<file path="src/rtl/serial_tx.sv">
// Parallel-to-serial transmitter: frames each W-bit word as start(0), data LSB first, stop(1)
// and paces the producer with a four-phase dav_/rfd handshake.
module serial_tx #(
    parameter int W = 8
) (
    input  logic         clock,
    input  logic         reset_,
    input  logic         dav_,
    input  logic [W-1:0] byte_in,
    output logic         rfd,
    output logic         out,
    output logic [2:0]   dbg_state
);

    localparam int CW = (W > 1) ? $clog2(W) : 1;
    localparam logic [CW-1:0] CNT_LAST = CW'(W - 1);

    typedef enum logic [2:0] {
        IDLE     = 3'd0,
        START    = 3'd1,
        DATA     = 3'd2,
        STOP     = 3'd3,
        WAIT_END = 3'd4
    } state_t;

    state_t        state_q, state_d;
    logic [W-1:0]  sr_q, sr_d;
    logic [CW-1:0] cnt_q, cnt_d;
    logic          rfd_q, rfd_d;
    logic          out_q, out_d;

    // Handshake: the producer holds byte_in and drives dav_=0 while rfd=1; the word is taken
    // on the first such edge and rfd drops. rfd only returns to 1 once the frame has ended
    // AND dav_ has gone back to 1, so a word held on dav_=0 is never sent twice.
    always_comb begin
        state_d = state_q;
        sr_d    = sr_q;
        cnt_d   = cnt_q;
        rfd_d   = rfd_q;
        out_d   = out_q;
        case (state_q)
            IDLE: begin
                rfd_d = 1'b1;
                out_d = 1'b1;
                if (!dav_) begin
                    sr_d    = byte_in;
                    cnt_d   = '0;
                    rfd_d   = 1'b0;
                    out_d   = 1'b0;
                    state_d = START;
                end
            end
            START: begin
                out_d   = sr_q[0];
                sr_d    = {1'b0, sr_q[W-1:1]};
                state_d = DATA;
            end
            DATA: begin
                // CNT saturates at W-1 so it never wraps inside a frame.
                if (cnt_q == CNT_LAST) begin
                    out_d   = 1'b1;
                    state_d = STOP;
                end else begin
                    cnt_d = cnt_q + CW'(1);
                    out_d = sr_q[0];
                    sr_d  = {1'b0, sr_q[W-1:1]};
                end
            end
            STOP: begin
                out_d   = 1'b1;
                rfd_d   = 1'b0;
                state_d = WAIT_END;
            end
            WAIT_END: begin
                out_d = 1'b1;
                rfd_d = 1'b0;
                if (dav_) begin
                    rfd_d   = 1'b1;
                    state_d = IDLE;
                end
            end
            default: begin
                out_d   = 1'b1;
                rfd_d   = 1'b1;
                state_d = IDLE;
            end
        endcase
    end

    always_ff @(posedge clock) begin
        if (!reset_) begin
            state_q <= IDLE;
            sr_q    <= '0;
            cnt_q   <= '0;
            rfd_q   <= 1'b1;
            out_q   <= 1'b1;
        end else begin
            state_q <= state_d;
            sr_q    <= sr_d;
            cnt_q   <= cnt_d;
            rfd_q   <= rfd_d;
            out_q   <= out_d;
        end
    end

    assign rfd       = rfd_q;
    assign out       = out_q;
    assign dbg_state = state_q;

endmodule

</file>
<file path="config.mk">
export PLATFORM = sky130hd
export DESIGN_NAME = serial_tx
export DESIGN_NICKNAME = d
export VERILOG_FILES = /design/src/rtl/serial_tx.sv
export SDC_FILE = /design/constraint.sdc
export NUM_CORES = 1
export LEC_CHECK = 0
export CELL_PAD_IN_SITES_DETAIL_PLACEMENT = 0
export CELL_PAD_IN_SITES_GLOBAL_PLACEMENT = 1
export CORE_MARGIN = 2
export CORE_UTILIZATION = 39
export DETAILED_ROUTE_END_ITERATION = 6
export PLACE_DENSITY_LB_ADDON = 0.1
export SLEW_MARGIN = 20
export SYNTH_ARGS = -nofsm -noshare
export SYNTH_HDL_FRONTEND = slang
export SYNTH_SLANG_ARGS = --single-unit
</file>
<file path="constraint.sdc">
create_clock -name clock -period 5.35 [get_ports clock]
set_clock_uncertainty 0.15 [all_clocks]
set_input_delay 0.535 -clock clock [delete_from_list [all_inputs] [get_ports clock]]
set_output_delay 0.535 -clock clock [all_outputs]
set_load 0.005 [all_outputs]
</file>
==> run_results.csv, run 1 <==
group,metric,value,unit
placed_design,port_buffers,15,
clock_network,cts_buffers,3,
floorplan,placementRows,16,
sta,finalSetupTns,0,ns
clock_network,cts_htree_levels,1,
cells_and_area,syn2layout_area_growth,21.3,%
grt,grt_util_all_layers,0.133,
cells_and_area,finalNetCount,109,
pwr,power.density,286,nW/um^2
drt,vias,600,
placed_design,hpwl,959,um
floorplan,num_io_pins,16,
drt,wirelength,1.41,mm
critical_path,crit_required,4.66,ns
floorplan,die-height,48.6,um
critical_path,end_kind,"output port",
synthesis,ys_seq_elements,16,
sta,tightestPinTransition,0.612,ns
critical_path,cp_num_buf_inv,1,
synthesis,syn-num-nets,94,
pwr,power.leakage,0.000344,uW
clock_network,cts-root-buf,"clkbuf_4",
clock_network,cts_setup_buffers,0,
grt,grt_pass1_wl,2.33,mm
sta,fmax,452,MHz
grt,antenna_found_initial,0,
synthesis,synthCells,81,
critical_path,worst-setup-path-type,"flip-flop to output port",
drt,wl_per_cell,11.7,um
sta,fin_crit,2.21,ns
synthesis,synth_warnings,0,
min_path,hold_class,"flip-flop to flip-flop",
status,outcome,"completed",
critical_path,cp_slowest_cell,"dfxtp_1",
clock_network,cts_tree,"yes",
sta,slew_viol_final,0,
cells_and_area,layout_common_cells,"dfxtp_1 (16), clkdlybuf4s50_1 (15), o21ai_0 (10)",
floorplan,dieArea,2370,sq um
sta,setup-violations-final,0,
sta,final_hold_viol_count,0,
synthesis,syn-cell-area,777,sq um
synthesis,ys_async_sr_fraction,0,
sta,max_slew_margin,0.592,
synthesis,ys_types,31,
critical_path,cp_max_fo,14,
clock_network,insertion_delay,0.29,ns
sta,period_share,0.413,
critical_path,worstSetupStartpointType,"flip-flop",
cells_and_area,layout-drive-gt1-share,0.117,
critical_path,cp.arrival,1.53,ns
placed_design,place_ws,3.09,ns
floorplan,die_w,48.6,um
cells_and_area,final_common_cell,"dfxtp_1",
grt,gr-total-overflow,0,
floorplan,initial_core_util,0.404,
synthesis,synth-edff-count,0,
clock_network,clockBufferDepth,2,
drt,drt-initial-drc-count,9,
placed_design,place_congestion,0.675,
grt,first_global_vias,522,
critical_path,worstPathCellList,"clkdlybuf4s50_1",
flow_run,drv_cap,0,
clock_network,clkTransAtPathRegs,0.09,ns
sta,rsz0062_at_grt,"false",
clock_network,cts_sinks,16,
drt,drt_first_pass_iters,2,
sta,fin_ws,3.14,ns
pwr,ir_worst_vdd,0.146,mV
drt,postRouteAntennaNets,0,
synthesis,ys_seq_area_frac,0.412,
drt,drc,0,
grt,grt_max_degree,18,
critical_path,slowest_delay,0.65,ns
synthesis,synth_top_flop_cell,"dfxtp_1",
critical_path,crit_family,"flip-flops",
clock_network,postCtsHoldBufs,0,
floorplan,coreArea,1920,sq um
clock_network,post_cts_resize_count,0,
synthesis,syn_area_per_cell,9.59,sq um
drt,via_per_inst,4.96,
cells_and_area,diodes,0,
## path summary, 6_finish.rpt
kind	start	end	slack (ns)	cells past startpoint
setup / recovery	dbg_state[1]	dbg_state[1]	3.14	1
hold / removal	cnt_q[1]	cnt_q[1]	0.32	2
setup reg to reg	cnt_q[0]	sr_q[3]	3.39	6
hold reg to reg	cnt_q[1]	cnt_q[1]	0.32	2
## per-layer routing
layer  wire (um)  share of wire  vias to the layer above  track usage
met4          44          0.031                        0        0.100
met5           0              0                        -            0
li1            -              -                      321            -
met2         617           0.44                       12        0.212
met1         696           0.49                      262        0.154
met3          52          0.037                        5       0.0309
## worst register-to-register path: stages (launching register included)
cell and delay, ns:
dfxtp_1 0.34, ha_1 0.20, ha_1 0.21, or4b_4 0.52, o31ai_4 0.18, o21ai_0 0.17
a21oi_1 0.14
## power breakdown
group	switching, uW	internal, uW
clock network	37.8	26.2
logic	27.3	33.8
registers	11.5	132
## final cells by class
type | count | area, sq um
Clock buffer | 3 | 22.5
Fill cell | 195 | 980
Inverter | 1 | 3.75
Multi-Input combinational cell | 59 | 412
Sequential cell | 16 | 320
Tap cell | 27 | 33.8
Timing Repair Buffer | 15 | 150
## Yosys cell counts, drive strengths merged (2+ instances only)
master	count	share of area
nand2	6	0.029
ha	2	0.032
dfxtp	16	0.41
a21boi	3	0.029
nor3	2	0.013
o21ai	11	0.076
mux2i	7	0.090
nor2	3	0.018
nor2b	2	0.019
clkbuf	2	0.0097
buf	3	0.043
a21oi	10	0.069
nand4	2	0.016
## state kept, by name, indices dropped and copies added, names as in the netlist
name       count
dbg_state      3
out            1
cnt_q          3
sr_q           8
rfd            1
## metrics by stage
step	std cells	power (uW)	area [sq um]	util	hold slack, ns
finish	121	269	942	0.490	0.321
global placement	118	208	920	0.479	0.302
detailed placement	118	209	920	0.479	0.313
CTS	121	275	942	0.490	0.327
global route	121	289	942	0.490	0.344
floorplan	81	191	777	-	0.286
## logic make-up (layout without fill, tap and decap cells)
group | after synthesis | count (layout) | synth area share
AO/OA/AOI/OAI | 26 | 26 | 0.211
AND/OR/NAND/NOR | 23 | 23 | 0.185
flip-flops | 16 | 16 | 0.412
multiplexers | 7 | 7 | 0.0902
buffers and inverters | 6 | 19 | 0.0580
adder cells (fa/ha/maj) | 2 | 2 | 0.0322
XOR/XNOR | 1 | 1 | 0.0113
No activity file was read; power rests on OpenSTA's default activity.
==> run 2, diff against run 1 <==
CORE_UTILIZATION = 33   (was 39)
clock period = 1.99 ns   (was 5.35 ns; I/O delays follow)
==> run 2 against run 1 <==
Register-to-register slack got worse by 3.3 ns. Design area increased by 10%. Final cell count is 9.1% higher. Worst setup slack worse by 3.1 ns. Sequential share of layout area shrank 3.0 points. Critical endpoint is now sr_q[2]. Largest power group unchanged.
==> run_results.csv, run 2 (synthesis results as in run 1) <==
group,metric,value,unit
cells_and_area,layout-drive-gt1-share,0.231,
sta,finalSetupTns,0,ns
floorplan,num_io_pins,16,
critical_path,end_kind,"flip-flop",
pwr,power.leakage,0.000389,uW
floorplan,placementRows,17,
floorplan,die-height,52.5,um
drt,drc,0,
clock_network,insertion_delay,0.28,ns
grt,gr-total-overflow,0,
sta,period_share,0.961,
drt,drt-initial-drc-count,18,
drt,drt_first_pass_iters,4,
sta,fin_ws,0.0772,ns
critical_path,r2r_start,"cnt_q[0]",
clock_network,clkTransAtPathRegs,0.09,ns
grt,grt_util_all_layers,0.136,
min_path,hold_class,"flip-flop to flip-flop",
clock_network,postCtsHoldBufs,0,
sta,tightestPinTransition,0.524,ns
min_path,hp-start,"sr_q[7]",
pwr,power.density,767,nW/um^2
cells_and_area,largest_register_ffs,8,
grt,grt_max_degree,17,
cells_and_area,layout_common_cells,"dfxtp_1 (15), clkdlybuf4s50_1 (15), o21ai_0 (10)",
sta,final_hold_viol_count,0,
pwr,finalPower,795,uW
floorplan,dieArea,2760,sq um
cells_and_area,finalNetCount,118,
flow_run,drv_cap,0,
sta,slew_viol_final,0,
clock_network,cts_tree,"yes",
placed_design,port_buffers,15,
sta,fmax,523,MHz
sta,whs,0.326,ns
drt,postRouteAntennaNets,0,
clock_network,cts_buffers,3,
critical_path,cp.arrival,1.99,ns
floorplan,die_w,52.5,um
clock_network,cts_htree_levels,1,
critical_path,crit_required,2.07,ns
cells_and_area,utilization,0.468,
critical_path,worstSetupStartpointType,"flip-flop",
status,outcome,"completed",
cells_and_area,syn2layout_area_growth,33.3,%
floorplan,initial_core_util,0.351,
critical_path,worst-setup-path-type,"flip-flop to flip-flop",
floorplan,coreArea,2210,sq um
clock_network,clockBufferDepth,2,
sta,fin_crit,1.91,ns
sta,rsz0062_at_grt,"false",
critical_path,critPathLaunch,"cnt_q[0]",
drt,wirelength,1.57,mm
placed_design,hpwl,1.07,mm
clock_network,cts_sinks,16,
sta,max_slew_margin,0.648,
drt,vias,664,
grt,grt_pass1_wl,2.76,mm
cells_and_area,top_register,"sr_q",
sta,setup-violations-final,0,
cells_and_area,diodes,0,
pwr,ir_worst_vdd,0.426,mV
drt,via_per_inst,5.03,
placed_design,place_congestion,0.733,
clock_network,cts-root-buf,"clkbuf_4",
placed_design,place_ws,0.0472,ns
drt,wl_per_cell,11.9,um
grt,antenna_found_initial,0,
grt,first_global_vias,640,
critical_path,cp_max_fo,8,
==> run 2: changes by cell type in the layout (fill, tap and decap cells not counted) <==
cell      previous run  this run
clkbuf_8             0         1
buf_4                0         8
dfxtp_2              0         1
ha_2                 0         2
o31ai_2              0         1
ha_1                 2         0
dfxtp_1             16        15
==> run 2: worst max-delay path: stages, from the launching register on <==
cell,delay (ns)
dfxtp_2,0.34
ha_2,0.17
ha_2,0.18
or4b_4,0.56
o31ai_4,0.13
buf_4,0.19
o21ai_2,0.05
a21oi_2,0.09
==> run 2: worst paths after layout <==
| path | endpoint | cells after the start | slack (ns) |
|---|---|---|---|
| max | sr_q[2] | 7 | 0.08 |
| min | sr_q[7] | 2 | 0.33 |
| max reg2reg | sr_q[2] | 7 | 0.08 |
| min reg2reg | sr_q[7] | 2 | 0.33 |
==> run 2: timing repair <==
action                     in CTS  in global routing
gates resized for setup         0                  3
buffers inserted                0                  2
setup endpoints to repair       0                  7
==> run 2: cell type report <==
cell class | count | area [sq um]
well taps | 28 | 35.0
fillers | 235 | 1180
multi-input cells | 60 | 429
flip-flops and latches | 16 | 322
repair buffers | 23 | 210
clock buffers | 4 | 36.3
inverters | 1 | 3.75
==> run 2: power by group <==
| part | leakage (uW) | switching (uW) | internal [uW] |
|---|---|---|---|
| clock | 0.0000210 | 100 | 111 |
| sequential | 0.000132 | 22.5 | 356 |
| combinational | 0.000236 | 91.6 | 114 |
==> run 2: per-stage QoR <==
stage | cell area (sq um) | instances
after floorplan | 777 | 81
final | 1040 | 132
after global routing | 1040 | 132
after CTS | 1000 | 129
after global placement | 966 | 125
after detailed placement | 966 | 125
==> run 2: metal layers <==
layer,wire [um],GRT usage
met1,726,0.164
met2,751,0.225
met3,67,0.0257
met4,21,0.0769
met5,0,0
==> run 3, diff against run 2 <==
ABC_AREA = 1   (was default)
CELL_PAD_IN_SITES_DETAIL_PLACEMENT = 1   (was 0)
CORE_UTILIZATION = 31   (was 33)
==> run 3 against run 2 <==
Clock power up 4%. Synthesized cell count grew 69%. Maximum frequency up 15%. Critical endpoint is now dbg_state[1]. Largest cell class unchanged.
==> run_results.csv, run 3 <==
group,metric,value,unit
status,outcome,"completed",
cells_and_area,syn2layout_area_growth,22.8,%
min_path,hold_class,"flip-flop to flip-flop",
placed_design,hpwl,1.67,mm
clock_network,clockBufferDepth,2,
cells_and_area,layout-drive-gt1-share,0.0649,
critical_path,cp.arrival,1.31,ns
clock_network,cts_setup_buffers,0,
synthesis,synthCells,137,
drt,vias,851,
cells_and_area,final_common_cell,"nand2_1",
clock_network,insertion_delay,0.29,ns
pwr,finalPower,1050,uW
clock_network,cts_buffers,3,
synthesis,yosysTopAreaCell,"dfxtp_1",
critical_path,end_kind,"output port",
synthesis,synth_area_leaders,"dfxtp_1 (37%), nand2_1 (19%), nor2_1 (13%)",
critical_path,worst-setup-path-type,"flip-flop to output port",
cells_and_area,largest_register_ffs,8,
synthesis,synth_mux_area_frac,0,
synthesis,synth_warnings,0,
synthesis,synth_adder_area_share,0.0287,
synthesis,syn_area_per_cell,6.36,sq um
placed_design,place_congestion,0.700,
sta,fmax,604,MHz
cells_and_area,num-fill-cells,363,
sta,final_hold_viol_count,0,
sta,fin_crit,1.66,ns
critical_path,worstSetupStartpointType,"flip-flop",
sta,rsz0062_at_grt,"false",
clock_network,post_cts_resize_count,0,
grt,gr-total-overflow,0,
cells_and_area,layout_common_cells,"nand2_1 (44), nor2_1 (30), inv_1 (20)",
drt,wirelength,2.17,mm
grt,grt_util_all_layers,0.156,
drt,drc,0,
sta,period_share,0.832,
synthesis,synth-edff-count,0,
drt,via_per_inst,4.60,
pwr,ir_worst_vdd,0.369,mV
cells_and_area,diodes,0,
min_path,hp-start,"rfd",
cells_and_area,utilization,0.395,
synthesis,synth_top_flop_cell,"dfxtp_1",
drt,wl_per_cell,11.7,um
synthesis,synth_top_family_by_area,"simple AND/OR/NAND/NOR gates",
synthesis,synth_common_cells,"nand2_1 (44), nor2_1 (30), inv_1 (20), dfxtp_1 (16), nand4_1 (8)",
critical_path,worstPathCellList,"clkdlybuf4s50_1",
drt,drt-initial-drc-count,19,
synthesis,synth_compound_gate_area_share,0.0201,
sta,tightestPinTransition,0.311,ns
synthesis,synth_xor_area_frac,0,
critical_path,crit_required,1.64,ns
grt,grt_max_degree,17,
synthesis,yosysMostFrequentCell,"nand2_1",
clock_network,cts_htree_levels,1,
placed_design,place_ws,0.263,ns
synthesis,ys_async_sr_fraction,0,
floorplan,die_w,57,um
cells_and_area,fin_area,1070,sq um
critical_path,cp_num_buf_inv,1,
sta,setup-violations-final,0,
grt,grt_pass1_wl,3.93,mm
critical_path,cp_slowest_cell,"clkdlybuf4s50_1",
sta,finalSetupTns,0,ns
synthesis,yosys.area_share.simple,0.445,
synthesis,ys_seq_elements,16,
sta,fin_ws,0.333,ns
synthesis,syn-num-nets,150,
floorplan,coreArea,2710,sq um
floorplan,dieArea,3250,sq um
flow_run,drv_cap,0,
placed_design,port_buffers,15,
floorplan,placementRows,19,
cells_and_area,top_register,"sr_q",
floorplan,die-height,57,um
clock_network,cts_sinks,16,
critical_path,r2r_start,"cnt_q[0]",
synthesis,syn-cell-area,871,sq um
drt,postRouteAntennaNets,0,
pwr,power.density,981,nW/um^2
synthesis,yosysTopAreaCellShare,0.368,
critical_path,cp_max_fo,7,
critical_path,critPathLaunch,"dbg_state[1]",
clock_network,postCtsHoldBufs,0,
critical_path,slowest_delay,0.55,ns
critical_path,crit_family,"buffers and inverters",
pwr,power.leakage,0.000537,uW
drt,drt_first_pass_iters,4,
placed_design,placed_area,1030,sq um
clock_network,cts_tree,"yes",
floorplan,num_io_pins,16,
synthesis,ys_seq_area_frac,0.368,
clock_network,cts-root-buf,"clkbuf_4",
floorplan,initial_core_util,0.321,
sta,max_slew_margin,0.792,
synthesis,ys_types,18,
cells_and_area,finalNetCount,168,
clock_network,clkTransAtPathRegs,0.10,ns
sta,slew_viol_final,0,
grt,antenna_found_initial,0,
grt,first_global_vias,864,
==> run 3: cell types whose count changed in the layout (fill, tap and decap cells not counted), sizes merged, moves of 7 or more <==
cell	delta
nor2	+28
a21oi	-9
inv	+20
mux2i	-7
o21ai	-10
nand2	+39
==> run 3: worst reg2reg max path, cell delays in order (launching register included) <==
cell and delay [ns]:
dfxtp_1 0.34, ha_1 0.20, ha_1 0.19, nand3_1 0.18, nand3_1 0.24, nand2_1 0.12
nand2_1 0.05, nor2_1 0.08
==> run 3: where the power goes <==
| part | switching, uW | internal (uW) | total [uW] | leakage [uW] |
|---|---|---|---|---|
| Sequential | 48.7 | 389 | 438 | 0.000133 |
| Combinational | 230 | 163 | 393 | 0.000383 |
| Clock | 108 | 111 | 220 | 0.0000210 |
| Total | 387 | 663 | 1050 | 0.000537 |
==> run 3: layout make-up <==
cell class,count,area (sq um),share of cell area
Multi-Input combinational cell,96,430,0.402
Sequential cell,16,320,0.299
Timing Repair Buffer,17,165,0.154
Inverter,21,78.8,0.0737
Tap cell,31,38.8,0.0363
Clock buffer,4,36.3,0.0339
==> run 3: final timing paths <==
kind	end	slack, ns	depth (start not counted)
max	dbg_state[1]	0.33	1
min	rfd	0.33	2
max reg2reg	cnt_q[0]	0.39	7
min reg2reg	rfd	0.33	2
==> run 3: stage by stage <==
step	hold slack, ns	instances
4_1_cts	0.332	185
5_1_grt	0.355	185
6_report	0.327	185
3_3_place_gp	0.299	181
3_5_place_dp	0.305	181
2_1_floorplan	0.169	137
==> run 3: metal layers <==
metal | wire length, um | track usage | vias up
met1 | 993 | 0.187 | 387
met3 | 49 | 0.0249 | 4
li1 | - | - | 450
met2 | 1090 | 0.278 | 10
met5 | 0 | 0 | -
met4 | 34 | 0.0598 | 0
==> run 3: cells by family (layout without fill, tap and decap cells) <==
family,after synthesis,after routing
buffers and inverters,25,42
AOI/OAI and AO/OA,3,3
adders and majority gates,2,2
DFF,16,16
and+or+nand+nor,91,91
